## config.mk

```make
export PLATFORM = sky130hd
export DESIGN_NAME = mac_accum_stage
export DESIGN_NICKNAME = d
export VERILOG_FILES = /design/src/rtl/mac_accum_stage.sv
export SDC_FILE = /design/constraint.sdc
export NUM_CORES = 1
export LEC_CHECK = 0
export CORE_MARGIN = 8
export CORE_UTILIZATION = 35
export DETAILED_ROUTE_END_ITERATION = 7
export HOLD_SLACK_MARGIN = 0.15
export SETUP_SLACK_MARGIN = 0.5
export SLEW_MARGIN = 20
export SYNTH_ARGS = -nofsm -noshare
export SYNTH_HDL_FRONTEND = slang
export SYNTH_SLANG_ARGS = --single-unit
```

## constraint.sdc

```tcl
create_clock -name clk -period 3.05 [get_ports clk]
set_input_delay 0.61 -clock clk [delete_from_list [all_inputs] [get_ports clk]]
set_output_delay 0.61 -clock clk [all_outputs]
set_load 0.005 [all_outputs]
```

## src/rtl/mac_accum_stage.sv

```systemverilog
// Dot-product accumulator behind the free-running multiplier, with a credit-guarded result FIFO.
// Define MAC_SAT_EN to clamp out-of-range sums to 64 bits and flag them per entry on out_ovf.
module mac_accum_stage #(
  parameter int LAT   = 2,
  parameter int ACC_W = 80,
  parameter int DEPTH = 4
) (
  input  logic        clk,
  input  logic        rst_n,
  input  logic        in_valid,
  output logic        in_ready,
  input  logic        in_first,
  input  logic        in_last,
  input  logic [63:0] prod,
  output logic        out_valid,
  input  logic        out_ready,
  output logic [63:0] out_data,
  output logic        out_ovf,
  output logic        busy
);

  localparam int PTR_W  = (DEPTH > 1) ? $clog2(DEPTH) : 1;
  localparam int CNT_W  = $clog2(DEPTH + 1);
  localparam int CRED_W = $clog2(DEPTH + LAT + 1);

  logic [LAT-1:0] tag_v_q, tag_v_d;
  logic [LAT-1:0] tag_first_q, tag_first_d;
  logic [LAT-1:0] tag_last_q, tag_last_d;

  logic signed [ACC_W-1:0] acc_q, acc_d;
  logic signed [ACC_W-1:0] prod_ext;
  logic signed [ACC_W-1:0] sum;

  logic [63:0]       mem_q [DEPTH];
  logic [63:0]       mem_d [DEPTH];
  logic [PTR_W-1:0]  wr_ptr_q, wr_ptr_d;
  logic [PTR_W-1:0]  rd_ptr_q, rd_ptr_d;
  logic [CNT_W-1:0]  count_q, count_d;
  logic [CRED_W-1:0] credit_q, credit_d;
  logic [CRED_W-1:0] lasts_d;

  logic        accept;
  logic        consume;
  logic        push;
  logic        pop;
  logic [63:0] push_data;

  assign accept   = in_valid & in_ready;
  assign consume  = tag_v_q[LAT-1];
  assign push     = consume & tag_last_q[LAT-1];
  assign out_valid = (count_q != '0);
  assign pop      = out_valid & out_ready;
  assign prod_ext = $signed(prod);
  assign sum      = (tag_first_q[LAT-1] ? '0 : acc_q) + prod_ext;

  // The credit register already counts every last in flight, so in_ready needs no further gating.
  assign in_ready = (credit_q < CRED_W'(DEPTH));
  assign busy     = (|tag_v_q) | out_valid;
  assign out_data = out_valid ? mem_q[rd_ptr_q] : '0;

`ifdef MAC_SAT_EN
  logic             in_range;
  logic             push_ovf;
  logic [DEPTH-1:0] ovf_q, ovf_d;

  assign in_range  = (&sum[ACC_W-1:63]) | ~(|sum[ACC_W-1:63]);
  assign push_ovf  = ~in_range;
  assign push_data = in_range ? sum[63:0] :
                     (sum[ACC_W-1] ? 64'h8000_0000_0000_0000 : 64'h7FFF_FFFF_FFFF_FFFF);
  assign out_ovf   = out_valid & ovf_q[rd_ptr_q];

  always_comb begin
    ovf_d = ovf_q;
    if (push) ovf_d[wr_ptr_q] = push_ovf;
  end

  always_ff @(posedge clk or negedge rst_n) begin
    if (!rst_n) ovf_q <= '0;
    else        ovf_q <= ovf_d;
  end
`else
  assign push_data = sum[63:0];
  assign out_ovf   = 1'b0;
`endif

  always_comb begin
    tag_v_d     = '0;
    tag_first_d = '0;
    tag_last_d  = '0;
    tag_v_d[0]     = accept;
    tag_first_d[0] = accept & in_first;
    tag_last_d[0]  = accept & in_last;
    for (int i = 1; i < LAT; i++) begin
      tag_v_d[i]     = tag_v_q[i-1];
      tag_first_d[i] = tag_first_q[i-1];
      tag_last_d[i]  = tag_last_q[i-1];
    end

    acc_d = acc_q;
    if (consume) acc_d = tag_last_q[LAT-1] ? '0 : sum;

    mem_d    = mem_q;
    wr_ptr_d = wr_ptr_q;
    rd_ptr_d = rd_ptr_q;
    if (push) begin
      mem_d[wr_ptr_q] = push_data;
      wr_ptr_d        = wr_ptr_q + PTR_W'(1);
    end
    if (pop) rd_ptr_d = rd_ptr_q + PTR_W'(1);

    count_d = count_q;
    case ({push, pop})
      2'b10:   count_d = count_q + CNT_W'(1);
      2'b01:   count_d = count_q - CNT_W'(1);
      default: count_d = count_q;
    endcase

    lasts_d = '0;
    for (int i = 0; i < LAT; i++) lasts_d = lasts_d + CRED_W'(tag_v_d[i] & tag_last_d[i]);
    credit_d = CRED_W'(count_d) + lasts_d;
  end

  always_ff @(posedge clk or negedge rst_n) begin
    if (!rst_n) begin
      tag_v_q     <= '0;
      tag_first_q <= '0;
      tag_last_q  <= '0;
      acc_q       <= '0;
      mem_q       <= '{default: '0};
      wr_ptr_q    <= '0;
      rd_ptr_q    <= '0;
      count_q     <= '0;
      credit_q    <= '0;
    end else begin
      tag_v_q     <= tag_v_d;
      tag_first_q <= tag_first_d;
      tag_last_q  <= tag_last_d;
      acc_q       <= acc_d;
      mem_q       <= mem_d;
      wr_ptr_q    <= wr_ptr_d;
      rd_ptr_q    <= rd_ptr_d;
      count_q     <= count_d;
      credit_q    <= credit_d;
    end
  end

  a_no_fifo_overflow: assert property (@(posedge clk) disable iff (!rst_n)
    !(push && count_q == CNT_W'(DEPTH) && !pop));

endmodule

```

After elaboration in Yosys (flattened, before gate mapping)
Cells that the tools add are included.

word-level totals
  logic and storage cells = 48
  bits of input ports = 70
  register bits after elaboration = 352
  output and inout bits = 68

operators by class
  magnitude comparators = 4
  multiplexer cells = 10
  add/subtract/negate cells = 7
  reductions and logical operators = 3
  bitwise gates (word level) = 10
  equality and inequality tests = 2

operator list
  operator                                                  count
  bitwise mux 256 bit                                       1
  two-way mux 64 bit                                        4
  two-way mux 80 bit                                        2
  binary-select mux 64 bit (select 2 bit)                   1
  demux 64 bit (select 2 bit)                               1
  adder 80 bit                                              1
  AND 1 bit                                                 7
  greater-or-equal comparator 3 bit, second input constant  2
  NOT 2 -> 3 bit                                            2
  one-hot mux 3 bit (2 select lines)                        1
  adder 2 x 1 -> 2 bit, second input constant               2
  adder 3 x 1 -> 3 bit, second input constant               1
  adder 3 x 2 -> 3 bit                                      1
  < comparator 3 x 1 -> 1 bit, second input constant        1
  < comparator 3 bit, second input constant                 1
  nonzero test 3 bit                                        1
  subtractor 3 x 1 -> 3 bit, second input constant          1
  adder 1 x 1 -> 2 bit                                      1
  equality test 2 x 1 -> 1 bit, second input constant       1
  equality test 2 bit, second input constant                1
  OR reduction 2 bit                                        1
  logical AND 1 bit                                         1
  bitwise OR 1 bit                                          1

Logic depth before layout (Yosys ltp)
Gate-level depths: netlist (run 1).

  depth after elaboration = 6
  depth in mapped cells = 15
  mapped depth without buffers = 14

Worst setup path after synthesis (run 1)
No wires, ideal clock.

  path type = register -> register
  from = register tag_first_q[1]
  to = register acc_q[58]
  buffers on the path = 3
  required time = 2.920 ns
  slack = -0.167 ns
  cell stages (with the launch flop) = 15
  arrival time = 3.088 ns
  cell sequence = dfrtp_1 -> clkbuf_1 -> clkbuf_1 -> nor2b_1 -> ha_1 -> buf_6 -> a21o_1 -> a21o_1 -> a221oi_2 -> nand3_1 -> or3_1 -> a31o_2 -> a31oi_4 -> xor2_2 -> o2bb2ai_1

between the ends
  cells in the longest elaborated chain, start to end = 3

RTL lines
  element                   RTL line  text
  start: declaration        27        logic [LAT-1:0] tag_first_q, tag_first_d;
  start signal: assignment  136       tag_first_q <= tag_first_d;
  two-way mux 80 bit        54        assign sum = (tag_first_q[LAT-1] ? '0 : acc_q) + prod_ext;
  adder 80 bit              54
  two-way mux 80 bit        100       if (consume) acc_d = tag_last_q[LAT-1] ? '0 : sum;
  end signal: assignment    128       acc_q <= '0;
  end signal: assignment    138       acc_q <= acc_d;
  end: declaration          30        logic signed [ACC_W-1:0] acc_q, acc_d;

No other way between the ends.
A chain may end at the register's enable or synchronous reset.

Worst setup path after layout (run 1)
  from = register tag_first_q[1]
  to = register acc_q[52]

Same word-level chain as after synthesis.

==> results.toml, run 1 <==
[status]
status = "complete, but fails checks"
failed_checks = "setup timing"

[power]
p_total_w = 0.02909
p_leak_nw = 11.13
powerDensity_nw_per_um2 = 1162
ir_drop_v = 0.0004138

[setup_path]
path_cells = "buf_12, buf_6, nor2b_1, ha_1, nand4_1, or2_1, or3_4, a2111oi_2, buf_4, nor2_2, o221ai_2, xnor2_2, o31ai_2"
ff2ff_setup_slack_ns = -0.25
cp.required_ns = 3.51
cp_max_fo = 30
end_kind = "register"
max_stage_delay_ns = 0.46
critPathKind = "reg2reg"
setup.worst_path.start_class = "register"
worstPathArrival_ns = 3.76
critPathBufInv = 3
cpMaxStageDelayCell = "dfrtp_2"
crit_family = "simple AND/OR/NAND/NOR gates"

[logic_synthesis]
yosys.area_share.adder_pct = 4.923
ys_seq_area_share_pct = 45.54
synth_top_family_by_area = "compound AO/OA/AOI/OAI gates"
yosys-top-cells-count = "334 x dfrtp_1, 329 x nand2_1, 215 x o21ai_0, 101 x clkbuf_1, 83 x o21ai_1"
ys_ff_latch = 334
synth.most_common_cell = "dfrtp_1"
synthTopCellsByArea = "dfrtp_1 46%, mux4_2 7.9%, nand2_1 6.7%"
synth.area.mux_share_pct = 8.277
syn_inst = 1868
syn-num-nets = 2009
netlist_area_sq_um = 18350
syn_area_per_cell_sq_um = 9.824
synth_compound_area_share_pct = 18.81
synth_top_area_cell = "dfrtp_1"
yosys_warnings = 0
netlist.area_leader.share_pct = 45.54
async_reset_ff_share_pct = 100.0
synthSimpleGateAreaFrac_pct = 16.15
synth.distinct_cells = 78
synth-edff-count = 0
synth_xor_xnor_area_share_pct = 3.095
synth_ff_type = "dfrtp_1"

[timing]
rsz0062_at_grt = "yes"
fin_ws_ns = -0.2491
hold_ws_ns = 0.3534
slew_violations = 0
finalHoldViolations = 0
finalCritPeriodShare_pct = 108.2
setup_viol = 181
slew_headroom_pct = 43.73
finalClockSkew_ns = 0.03049
fmax_ghz = 0.3031
period_needed_ns = 3.299
setup_tns_ns = -17.33
worst-slew-pin-transition_ns = 0.8441

[placement]
place_congestion = 0.9099
dpl.hpwl_microns = 40470
placed_cell_area_sq_um = 23340
numPortBuffers = 136

[route]
route.detailed.drc = 0
wl_microns = 54300
drtPass1Iterations = 6
wl_per_cell_microns = 18.13
viasPerCell = 5.146
drtIter0Drc = 917
ant_nets = 0
num_vias = 15416

[floorplan]
die-area_sq_um = 60020
fp-row-count = 84
die_w_microns = 245.0
initial_core_util_pct = 35.13
die_h_microns = 245.0
core_area_sq_um = 52240
io_pins = 138

[layout]
num-nets-final = 2423
antennaDiodeCount = 0
fill_cells = 4802
fin_util_pct = 47.92
design_area_sq_um = 25030
multi_input_area_sq_um = 10110
ff_latch_area_sq_um = 8364
area_growth_syn_to_layout_pct = 36.39
drive_above_1_share_pct = 27.08

[worst_hold_path]
hold_path_class = "reg2reg"

[cts]
clk_path_buf_depth = 3
clk_latency_ns = 0.57
clock-sinks = 334
clk_pin_slew_ns = 0.06
root_buffer = "clkbuf_16"
cts_tree = "built"
cts_buffers = 38
h-tree-depth = 2

[grt]
antenna_found_initial = 0
grt_pass1_wl_microns = 88340
grt_max_degree = 94
grt_remaining_overflow = 0
grt.total_usage_pct = 18.14
first_global_vias = 16062

[run]
drv_cap = 0
[final cells by class]
class	count	share of cell area (%)
clock inverter	15	0.8448
sequential	334	33.42
inverter	25	0.3749
multi-input combinational	1386	40.38
timing repair buffer	497	17.34
tap	688	3.439
clock buffer	51	4.199
[sequential cells by signal, indices dropped and copies added (netlist names)]
register     count
wr_ptr_q         2
credit_q         1
count_q          3
tag_last_q       2
tag_first_q      2
acc_q           64
mem_q          256
rd_ptr_q         2
tag_v_q          2
[worst reg2reg max path: stages, from the launching register on]
cell	delay, ns
dfrtp_2	0.46
buf_12	0.21
buf_6	0.17
nor2b_1	0.04
ha_1	0.36
nand4_1	0.23
or2_1	0.30
or3_4	0.35
a2111oi_2	0.28
buf_4	0.19
nor2_2	0.07
o221ai_2	0.19
xnor2_2	0.15
o31ai_2	0.19
[kinds of logic (layout without fill, tap and decap cells)]
group | after synthesis | count (layout)
xor+xnor | 64 | 64
compound gates | 556 | 556
other cells | 1 | 1
mux | 71 | 71
simple gates | 623 | 623
fa+ha+maj | 71 | 71
buf+inv | 148 | 588
flops | 334 | 334
[metal layers]
metal	vias to the layer above	wire length (microns)	track usage [%]
met3	61	2199	3.087
met4	0	917	4.276
li1	7489	-	-
met1	7584	25320	24.92
met2	282	25870	29.73
met5	-	0	0
[metrics by stage]
stage	setup WS [ns]	std cells
after CTS	-0.2809	2996
after global placement	-0.6661	2927
after detailed placement	-0.6984	2927
after global routing	-0.4550	2996
after floorplan	0.05356	1868
final	-0.2491	2996
[where the power goes]
group	internal, W	switching (W)	total [W]
sequential	0.00635	0.00101	0.00735
combinational	0.00897	0.00809	0.0171
clock	0.00277	0.00190	0.00467
total	0.0181	0.0110	0.0291
[what timing repair did]
| action | in CTS | in global routing |
|---|---|---|
| endpoints found under the hold margin | 56 | 0 |
| pin swaps | 17 | 8 |
| setup endpoints to repair | 338 | 355 |
| hold buffers | 1 | 0 |
| setup buffers | 2 | 0 |
| resized for setup | 61 | 30 |
[placed cells by master, fill, tap and decap left out, types with 20 or more instances in the layout]
cell type          n
inv_1             23
nand4_1           22
ha_1              65
o21ai_1          134
a21o_1            20
nand2_1          323
xnor2_1           23
and2_1            73
buf_12            20
clkdlybuf4s50_1  135
mux4_2            64
nor2b_1           71
o21ai_0          156
a21oi_1           59
nor2_1            41
o2bb2ai_1         59
dfrtp_1          331
buf_4            337
clkbuf_16         39
xor2_1            22
[path summary, 6_finish.rpt]
kind	from	depth (start not counted)	endpoint
setup / recovery	tag_first_q[1]$_DFF_PN0_	13	acc_q[52]$_DFFE_PN0P_
hold / removal	tag_first_q[0]$_DFF_PN0_	0	tag_first_q[1]$_DFF_PN0_
setup reg to reg	tag_first_q[1]$_DFF_PN0_	13	acc_q[52]$_DFFE_PN0P_
hold reg to reg	tag_first_q[0]$_DFF_PN0_	0	tag_first_q[1]$_DFF_PN0_
max in group asynchronous	rst_n	3	mem_q[161]$_DFFE_PN0P_
min in group asynchronous	rst_n	2	credit_q[2]$_DFF_PN0_
Power figures use the tool's default switching activity.
==> run 2: changes to the inputs <==
Settings changed: CORE_ASPECT_RATIO from default to 1.4.
==> results.toml, run 2 (synthesized netlist as in run 1, its figures left out) <==
[setup_path]
worstPathArrival_ns = 3.63
crit_start = "tag_first_q[1]$_DFF_PN0_"
end_kind = "register"
rr_endpoint = "mem_q[250]$_DFFE_PN0P_"
crit_end = "mem_q[250]$_DFFE_PN0P_"
cpMaxStageDelayCell = "dfrtp_2"
path_cells = "buf_12, nor2b_1, ha_2, a21o_1, a31oi_4, a2bb2oi_4, a21oi_1, or3_4, a31o_4, a31oi_4, xor2_4, o21ai_1"
ff2ff_setup_slack_ns = -0.18
critical_path.most_common_cell = "a31oi_4"
critPathKind = "reg2reg"
max_stage_delay_ns = 0.44
setup.worst_path.start_class = "register"
reg2reg_from = "tag_first_q[1]$_DFF_PN0_"
cp.required_ns = 3.45
cp_max_fo = 34
reg2reg_depth = 12

[floorplan]
io_pins = 138
die_w_microns = 209.5
die_h_microns = 286.9
initial_core_util_pct = 35.27
fp-row-count = 99
core_area_sq_um = 52020
die-area_sq_um = 60120

[power]
p_leak_nw = 11.10
swShare_pct = 38.45
switchingPower_w = 0.01113
power_frac_seq_pct = 25.4
powerDensity_nw_per_um2 = 1155
p_int_w = 0.01782
power_frac_clock_pct = 15.0
p_total_w = 0.02894
ir_drop_v = 0.0005277
p_comb_share_pct = 59.7

[route]
num_vias = 15481
drtIter0Drc = 719
wl_per_cell_microns = 19.03
drtPass1Iterations = 5
wl_microns = 56210
viasPerCell = 5.242
ant_nets = 0
route.detailed.drc = 0

[timing]
hold_ws_ns = 0.1304
slew_violations = 0
finalHoldViolations = 0
worst-slew-pin-transition_ns = 0.8005
rsz0062_at_grt = "yes"
slew_headroom_pct = 46.63
setup_viol = 110
finalCritPeriodShare_pct = 105.8
period_needed_ns = 3.226
fin_ws_ns = -0.1759
fmax_ghz = 0.3100
finalClockSkew_ns = 0.01623

[placement]
place_congestion = 0.9177
dpl.hpwl_microns = 41580
placed_cells_incl_taps = 2873
numPortBuffers = 136

[layout]
biggestRegsByFlops = "mem_q x256, acc_q x64, count_q x3"
area_growth_syn_to_layout_pct = 36.51
drive_above_1_share_pct = 28.52
antennaDiodeCount = 0
final_cell_mix = "331 x dfrtp_1, 326 x buf_4, 320 x nand2_1"
final_cells = 2953
regMostFlops = "mem_q"
num-nets-final = 2414
largest_reg_flops = 256
final_common_cell = "dfrtp_1"

[cts]
cts_buffers = 36
clk_path_buf_depth = 3
h-tree-depth = 2
root_buffer = "clkbuf_16"
clock-sinks = 334
cts_hold_buf = 0
cts_tree = "built"
clk_pin_slew_ns = 0.06
clk_latency_ns = 0.53

[status]
failed_checks = "setup timing"
status = "complete, but fails checks"

[grt]
antenna_found_initial = 0
grt.total_usage_pct = 18.64
grt_max_degree = 90
first_global_vias = 16681
grt_remaining_overflow = 0
grt_pass1_wl_microns = 90580

[worst_hold_path]
hold_path_class = "in2async"

[run]
drv_cap = 0
run 2: cell count changes in the layout (fill, tap and decap cells not counted), sizes merged:
cell           delta
clkdlybuf4s50    -25
dlygate4sd2      +10
buf               +4
clkdlybuf4s15     +3
clkinvlp          -2
dlymetal6s2s      +2
bufinv            -1
clkbuf            +1
clkinv            -1
dlygate4sd3       -1
inv               -1
run 2: cell type report:
| type | count | area, sq um |
|---|---|---|
| clock buffers | 52 | 1002 |
| inverters | 25 | 93.84 |
| well taps | 656 | 820.8 |
| repair buffers | 490 | 4247 |
| multi-input cells | 1386 | 10380 |
| fillers | 4809 | 26970 |
| flip-flops and latches | 334 | 8364 |
| clock inverters | 10 | 141.4 |
run 2: worst min-delay path by stage:
| stage | slack (ns) | to | start | depth (start not counted) |
|---|---|---|---|---|
| after floorplan | 0.31 | acc_q[0]$_DFFE_PN0P_ | rst_n | 0 |
| after global placement | 0.36 | tag_last_q[1]$_DFF_PN0_ | tag_last_q[0]$_DFF_PN0_ | 0 |
| after detailed placement | 0.37 | tag_last_q[1]$_DFF_PN0_ | tag_last_q[0]$_DFF_PN0_ | 0 |
| after CTS | 0.16 | mem_q[43]$_DFFE_PN0P_ | rst_n | 1 |
| after global routing | 0.19 | mem_q[43]$_DFFE_PN0P_ | rst_n | 1 |
| final | 0.13 | mem_q[171]$_DFFE_PN0P_ | rst_n | 1 |
run 2: what timing repair did:
action                                  4_1_cts  5_1_grt
endpoints found under the setup margin      346      353
pin swaps                                    39       36
gates resized for setup                     108      105
buffers inserted                             12        6
endpoints found under the hold margin         0        0
run 2: critical path, delay by kind of cell (launching register included):
family / cells / cell delay [ns]
AOI/OAI and AO/OA: 7 / 1.30
xor gates and xnor gates: 1 / 0.23
adders and majority gates: 1 / 0.34
buffers and inverters: 1 / 0.17
DFF: 1 / 0.44
and+or+nand+nor: 2 / 0.59
run 2: metal layers:
| layer | part of all wire (%) | track usage (%) |
|---|---|---|
| met1 | 41 | 21.68 |
| met2 | 53 | 35.04 |
| met3 | 3.0 | 2.106 |
| met4 | 3.0 | 6.283 |
| met5 | 0 | 0 |
run 2: power groups by stage:
stage / combinational [W] / clock (W) / sequential (W)
3_5_place_dp: 0.0166 / 0 / 0.00740
2_1_floorplan: 0.00904 / 0 / 0.00704
4_1_cts: 0.0169 / 0.00443 / 0.00734
6_report: 0.0173 / 0.00434 / 0.00734
3_3_place_gp: 0.0164 / 0 / 0.00725
5_1_grt: 0.0189 / 0.00460 / 0.00759
run 2: through the flow:
step / setup slack (ns) / utilization [%] / instance area, sq um / TNS (ns)
global route: -0.3545 / 48.15 / 25050 / -34.16
floorplan: 0.05356 / - / 18680 / 0
finish: -0.1759 / 48.15 / 25050 / -7.017
global placement: -0.7841 / 44.42 / 23110 / -113.31
CTS: -0.2280 / 47.16 / 24540 / -15.50
detailed placement: -0.8655 / 44.42 / 23110 / -122.61
